--- config.mk ---
export PLATFORM = sky130hd
export DESIGN_NAME = bus_arbiter
export DESIGN_NICKNAME = d
export VERILOG_FILES = /design/src/rtl/bus_arbiter.sv
export SDC_FILE = /design/constraint.sdc
export NUM_CORES = 1
export LEC_CHECK = 0
export CAP_MARGIN = 40
export CORE_AREA = 2 2 39 41
export DETAILED_ROUTE_END_ITERATION = 7
export DIE_AREA = 0 0 41 43
export PLACE_DENSITY = 0.75
export SETUP_SLACK_MARGIN = 0.05
export SYNTH_ARGS = -nofsm -noshare
export SYNTH_HDL_FRONTEND = slang
export SYNTH_SLANG_ARGS = --single-unit
export TNS_END_PERCENT = 1
--- constraint.sdc ---
create_clock -name clk -period 3.5 [get_ports clk]
set_input_delay 0.7 -clock clk [delete_from_list [all_inputs] [get_ports clk]]
set_output_delay 0.7 -clock clk [all_outputs]
set_load 0.005 [all_outputs]
--- src/rtl/bus_arbiter.sv ---
// Round-robin bus arbiter: one registered grant at a time, with a two-cycle release gap gated by mem_ready.
// Optional grant watchdog built only when ARB_TIMEOUT_EN is defined.
module bus_arbiter #(
  parameter int NUM_MASTERS    = 4,
  parameter int TIMEOUT_CYCLES = 256
) (
  input  logic                   clk,
  input  logic                   reset,
  input  logic [NUM_MASTERS-1:0] rq,
  input  logic                   mem_ready,
  output logic [NUM_MASTERS-1:0] grant,
  output logic [2:0]             owner,
  output logic                   bus_busy,
  output logic                   timeout
);

  localparam int IW = $clog2(NUM_MASTERS);

  if (NUM_MASTERS < 2 || NUM_MASTERS > 8 || TIMEOUT_CYCLES < 1 || TIMEOUT_CYCLES > 65535) begin : g_bad_params
    $error("bus_arbiter: parameter out of range");
  end

  typedef enum logic [1:0] {IDLE, GRANTED, RELEASE} state_t;

  state_t                 state, state_next;
  logic [IW-1:0]          cur, cur_next;
  logic [IW-1:0]          last, last_next;
  logic [NUM_MASTERS-1:0] grant_next;
  logic [NUM_MASTERS-1:0] eligible;
  logic [IW-1:0]          pick;
  logic                   pick_vld;

  // Returns {found, index}; scanning from farthest to nearest lets the nearest requester after prev win.
  function automatic logic [IW:0] rr_pick(input logic [NUM_MASTERS-1:0] req,
                                          input logic [IW-1:0]          prev);
    logic [IW:0] res;
    int          c;
    res = '0;
    for (int k = NUM_MASTERS; k >= 1; k--) begin
      c = int'(prev) + k;
      if (c >= NUM_MASTERS) c = c - NUM_MASTERS;
      if (req[c[IW-1:0]]) res = {1'b1, c[IW-1:0]};
    end
    return res;
  endfunction

`ifdef ARB_TIMEOUT_EN
  logic [15:0]            count, count_next;
  logic [NUM_MASTERS-1:0] blocked, blocked_next;
  logic                   timeout_next;

  // A revoked master stays ineligible until it drops its request.
  assign eligible = rq & ~blocked;
`else
  assign eligible = rq;
  assign timeout  = 1'b0;
`endif

  assign {pick_vld, pick} = rr_pick(eligible, last);
  assign owner            = 3'(cur);

  always_comb begin
    state_next = state;
    grant_next = grant;
    cur_next   = cur;
    last_next  = last;
`ifdef ARB_TIMEOUT_EN
    count_next   = count;
    blocked_next = blocked & rq;
    timeout_next = 1'b0;
`endif
    case (state)
      IDLE: begin
        if (pick_vld && !mem_ready) begin
          grant_next = NUM_MASTERS'(1) << pick;
          cur_next   = pick;
          state_next = GRANTED;
`ifdef ARB_TIMEOUT_EN
          count_next = '0;
`endif
        end
      end
      GRANTED: begin
        if (!rq[cur]) begin
          grant_next = '0;
          last_next  = cur;
          state_next = RELEASE;
        end
`ifdef ARB_TIMEOUT_EN
        else if (count == 16'(TIMEOUT_CYCLES - 1)) begin
          grant_next   = '0;
          last_next    = cur;
          state_next   = RELEASE;
          timeout_next = 1'b1;
          blocked_next = blocked_next | (NUM_MASTERS'(1) << cur);
        end else begin
          count_next = count + 16'd1;
        end
`endif
      end
      RELEASE: begin
        if (!mem_ready) state_next = IDLE;
      end
      default: state_next = IDLE;
    endcase
  end

  always_ff @(posedge clk or posedge reset) begin
    if (reset) begin
      state    <= IDLE;
      grant    <= '0;
      cur      <= '0;
      last     <= IW'(NUM_MASTERS - 1);
      bus_busy <= 1'b0;
`ifdef ARB_TIMEOUT_EN
      count    <= '0;
      blocked  <= '0;
      timeout  <= 1'b0;
`endif
    end else begin
      state    <= state_next;
      grant    <= grant_next;
      cur      <= cur_next;
      last     <= last_next;
      bus_busy <= |grant_next;
`ifdef ARB_TIMEOUT_EN
      count    <= count_next;
      blocked  <= blocked_next;
      timeout  <= timeout_next;
`endif
    end
  end

endmodule

==> results of run 1 <==
==> placed cells by master (no fill, tap or decap), drive strengths merged, types with 2 or more instances in the layout <==
| cell | instances |
|---|---|
| conb | 2 |
| dfrtp | 9 |
| a21oi | 2 |
| dfstp | 2 |
| a21o | 2 |
| clkbuf | 4 |
| nor2b | 2 |
| mux2 | 2 |
| nor2 | 6 |
| clkdlybuf4s50 | 13 |
| nand2 | 5 |
| a32o | 4 |
| o21ai | 2 |
==> where the power goes <==
group	total [W]	leakage (nW)	internal [W]	switching [W]
clock	0.0000865	0.0150	0.0000441	0.0000423
sequential	0.000253	0.136	0.000191	0.0000618
combinational	0.000262	0.166	0.000161	0.000101
==> path summary, 6_finish.rpt <==
check	slack (ns)	end	cells after the start
max reg2reg	1.89	grant[1]$_DFF_PP0_	2
min reg2reg	0.53	state[0]$_DFFE_PP0P_	1
max in group asynchronous	2.48	last[1]$_DFFE_PP1P_	2
min in group asynchronous	0.71	grant[2]$_DFF_PP0_	2
max	1.38	grant[1]$_DFF_PP0_	4
min	0.53	state[0]$_DFFE_PP0P_	1
==> layout make-up <==
type	instances	area, µm²
Tap cell	16	20.0
Timing Repair Buffer	13	130
Multi-Input combinational cell	38	284
Inverter	1	3.75
Sequential cell	11	278
Fill cell	133	642
Clock buffer	4	26.3
==> synth_stat cells <==
cell	number	area share (%)
nand2_1	4	2.6
nor2_4	1	1.9
or4_1	1	1.3
a31oi_1	1	1.1
nor2b_2	1	1.5
a32oi_1	1	1.5
a21oi_1	2	1.7
buf_4	2	2.6
mux4_2	1	3.9
nand2b_1	1	1.1
dfstp_2	2	9.0
a32o_1	4	6.9
nor3_1	1	0.86
nand3b_1	1	1.3
buf_2	1	0.86
inv_1	1	0.64
nand2_4	1	1.9
nor2b_1	1	1.1
o221a_2	1	1.9
o21ai_0	2	1.7
mux2i_1	1	1.7
dfrtp_1	9	39
conb_1	1	0.64
o221ai_1	1	1.5
nor2_1	5	3.2
mux2_4	2	5.2
nor4_1	1	1.1
a21o_1	2	2.6
==> critical path: stages <==
cell and delay [ns]:
clkdlybuf4s50_1 0.57, nor4_1 0.09, or4_1 0.59, a32o_1 0.33
==> flip-flops by register name (all words and copies together), names as in the netlist <==
signal    cells
grant         4
bus_busy      1
cur           2
last          2
state         2
==> per-stage QoR <==
step | hold slack, ns | util [%] | worst slack (ns) | power (W)
final | 0.534 | 53.6 | 1.38 | 0.000601
after global routing | 0.549 | 53.6 | 1.25 | 0.000644
after CTS | 0.537 | 53.6 | 1.39 | 0.000606
after detailed placement | 0.530 | 51.7 | 1.10 | 0.000517
after global placement | 0.513 | 51.7 | 1.13 | 0.000516
after floorplan | 0.491 | - | 1.73 | 0.000411
==> metal layers <==
| metal | vias to the layer above | routed length, µm | part of all wire [%] |
|---|---|---|---|
| li1 | 223 | - | - |
| met1 | 228 | 549 | 49 |
| met2 | 12 | 462 | 41 |
| met3 | 4 | 79 | 7.1 |
| met4 | 0 | 26 | 2.3 |
| met5 | - | 0 | 0 |
==> kinds of logic after synthesis <==
| family | Yosys count |
|---|---|
| buffers and inverters | 4 |
| other | 1 |
| DFF | 11 |
| AOI/OAI and AO/OA | 14 |
| muxes | 4 |
| and+or+nand+nor | 18 |
==> impl_metrics.ini, run 1 <==
[status]
status = completed

[clock_network]
cts.htree.levels = 1
clock_latency_ns = 0.27
root_buffer = clkbuf_4
clock-sinks = 11
cts_tree = built
postCtsSetupRepairBufs = 0
clk_pin_slew_ns = 0.06
cts_resized = 0
cts_made_buffers = 3
holdBufCountCts = 0
cts_buffer_depth = 2

[synthesis]
ys_seq_area_share_pct = 47.7
netlist_area_um2 = 582
yosys-mux-area-fraction_pct = 10.8
synthCells = 52
synthXorXnorAreaFrac_pct = 0
synth-adder-area-share_pct = 0
synth.distinct_cells = 28
avgSynthCellArea_um2 = 11.2
ys_warn_count = 0
synth_seq_cells = 11
synth_top_family_by_area = compound AO/OA/AOI/OAI gates
synth-simple-area-share_pct = 17.8
synth_compound_area_share_pct = 18.9

[job]
cap_violations = 0

[route]
vias = 467
drtAntennaViolNets = 0
via_per_inst = 5.63
wirelength_mm = 1.12
firstDrtPassIters = 4
wl_per_cell_um = 13.5
drc = 0
first_iter_violations = 15

[layout]
final_cell_count_no_fill = 83
fin_nets = 75
n_antenna_cell = 0
area_delta_synth_final_pct = 27.5
finalInstanceArea_um2 = 742
drive_gt1_share_pct = 17.9

[sta]
hold_viol = 0
fin_crit_sh_pct = 60.6
skew_ns = 0.00426
final.min_clock_period_ns = 2.12
setup_viol = 0
fin_setup_tns_ns = 0
max_freq_mhz = 471
rsz0062_at_grt = no
report.final.slew_viol_count = 0

[floorplanning]
num_rows = 14
dieHeight_um = 43
io_pins = 16
coreArea_mm2 = 0.00138
initial_core_util_pct = 42.0
dieArea_mm2 = 0.00176
die_x_um = 41

[global_route]
grt-busiest-layer = met1
grt_usage_pct = 16.4
use_met3_pct = 4.71
grt_use_met1_pct = 24.0
first_global_vias = 422
grt_use_met2_pct = 20.6
grt-ovfl-total = 0
grt_max_degree = 12
antenna_found_initial = 0
grt_pass1_wl_mm = 1.87

[setup_path]
r2r_start = state[0]$_DFFE_PP0P_
crit_required_ns = 3.66
end_kind = flop
arrival_ns = 2.28
crit_type = primary input to flop
startpoint_type = primary input
cp-startpoint = rq[3]
path_max_fanout = 10

[power]
powerDensity_mw_per_mm2 = 811
ir_drop_v = 0.000374
p_leak_nw = 0.317

[min_path]
hold_start = state[1]$_DFFE_PP0P_
min_path_type = flop to flop

[placement]
detailed_place.area_um2 = 716
post-place-cells = 79
port_buffers = 13
place_congestion = 0.735
dp_hpwl_um = 794
No activity file was read; power rests on OpenSTA's default activity.
==> run 2: changes to the inputs <==
Settings changed: CORE_AREA 2 2 39 41 to default, CORE_UTILIZATION from default to 40, DIE_AREA 0 0 41 43 to default, PLACE_DENSITY 0.75 to 0.72.
Clock period 3.5 ns to 1.85 ns, I/O delays scaled along.
==> impl_metrics.ini, run 2 (synthesis gave the netlist of run 1 again) <==
[clock_network]
clock_latency_ns = 0.26
clock-sinks = 11
cts.htree.levels = 1
postCtsSetupRepairBufs = 0
cts_made_buffers = 3
cts_resized = 0
holdBufCountCts = 0
cts_buffer_depth = 2
clk_pin_slew_ns = 0.06
root_buffer = clkbuf_4
cts_tree = built

[global_route]
grt_usage_pct = 18.0
antenna_found_initial = 0
grt-ovfl-total = 0
grt_pass1_wl_mm = 1.88
first_global_vias = 472
grt_max_degree = 12

[setup_path]
crit_type = primary input to flop
crit_required_ns = 2.04
startpoint_type = primary input
crit_family = multiplexers
end_kind = flop
cp_num_buf_inv = 1
cp_slowest_stage_delay_ns = 0.53
path_max_fanout = 7
arrival_ns = 1.92
worstPathCellList = clkdlybuf4s50_1 -> mux4_2 -> nor2_4 -> nand2_4 -> mux2_4
cp_slowest_cell = mux4_2

[floorplanning]
initial_core_util_pct = 43.6
die_x_um = 40.1
num_rows = 13
dieArea_mm2 = 0.00161
coreArea_mm2 = 0.00133
io_pins = 16
dieHeight_um = 40.1

[job]
cap_violations = 0

[route]
drc = 0
drtAntennaViolNets = 0
wirelength_mm = 1.16
via_per_inst = 5.43
wl_per_cell_um = 12.9
first_iter_violations = 5
vias = 489
firstDrtPassIters = 4

[sta]
setup_viol = 0
fin_crit_sh_pct = 93.2
report.final.slew_viol_count = 0
rsz0062_at_grt = no
hold_viol = 0
max_freq_mhz = 580
skew_ns = 0.000478
final.min_clock_period_ns = 1.73
setup_ws_ns = 0.125

[placement]
port_buffers = 13
dp_hpwl_um = 864
place_congestion = 0.773
post-place-ws_ns = -0.140
detailed_place.area_um2 = 774

[power]
ir_drop_v = 0.000665
powerDensity_mw_per_mm2 = 1490
p_leak_nw = 0.356

[layout]
layout_common_cells = clkdlybuf4s50_1 (13), dfrtp_1 (9), buf_4 (8)
n_antenna_cell = 0
regMostFlops = grant
final_common_cell = clkdlybuf4s50_1
drive_gt1_share_pct = 26.7
final_util_pct = 60.0
fin_nets = 83
area_delta_synth_final_pct = 37.6
largest_reg_flops = 4
fillers = 123
finalInstanceArea_um2 = 801

[min_path]
min_path_type = primary input to asynchronous set/reset pin

[status]
status = completed
-- run 2: cell types whose count changed in the layout (fill, tap and decap cells not counted) --
| cell | before | now |
|---|---|---|
| buf_4 | 0 | 8 |
-- run 2: metal layers --
metal,up-vias,track usage (%),part of all wire (%),wire length [µm]
met5,-,0,0,0
met4,0,14.7,1.2,14
met3,2,2.22,5.2,61
met2,14,27.0,44,507
met1,235,23.0,50,579
li1,238,-,-,-
-- run 2: layout make-up --
cell class | count | area [µm²] | area share, %
clock buffers | 4 | 26.3 | 3.28
inverters | 1 | 3.75 | 0.469
multi-input cells | 38 | 284 | 35.5
flip-flops and latches | 11 | 278 | 34.7
well taps | 15 | 18.8 | 2.34
repair buffers | 21 | 190 | 23.7
-- run 2: worst register-to-register path, delay by kind of cell (launching register included) --
kind / cells / cell delay [ns]
AND/OR/NAND/NOR: 2 / 0.22
flip-flops: 1 / 0.42
multiplexers: 2 / 0.86
-- run 2: metrics by stage --
| stage | hold slack (ns) | cells | TNS, ns | total power [W] |
|---|---|---|---|---|
| floorplan | 0.221 | 53 | 0 | 0.000777 |
| global placement | 0.516 | 86 | -0.858 | 0.00102 |
| detailed placement | 0.520 | 86 | -0.865 | 0.00103 |
| CTS | 0.391 | 90 | 0 | 0.00120 |
| global route | 0.438 | 90 | 0 | 0.00127 |
| finish | 0.384 | 90 | 0 | 0.00119 |
-- run 2: final timing paths --
check / start / end / slack (ns) / cells after the start
setup / recovery: rq[2] / last[1]$_DFFE_PP1P_ / 0.12 / 5
hold / removal: reset / cur[1]$_DFFE_PP0P_ / 0.38 / 2
setup reg to reg: cur[0]$_DFFE_PP0P_ / last[1]$_DFFE_PP1P_ / 0.27 / 4
hold reg to reg: state[1]$_DFFE_PP0P_ / state[0]$_DFFE_PP0P_ / 0.52 / 1
max in group asynchronous: reset / last[1]$_DFFE_PP1P_ / 1.15 / 2
min in group clk: state[1]$_DFFE_PP0P_ / state[0]$_DFFE_PP0P_ / 0.52 / 1
-- run 2: report_power, final --
group	internal (W)	total [W]	switching (W)
combinational	0.000347	0.000570	0.000223
clock	0.0000834	0.000158	0.0000751
sequential	0.000362	0.000462	0.0000999
total	0.000792	0.00119	0.000397
==> run 3: changes to the inputs <==
Settings changed: SETUP_SLACK_MARGIN 0.05 to 0.02.
==> results of run 3 <==
Same layout as run 2: the final DEF is identical, and so are final timing and power.
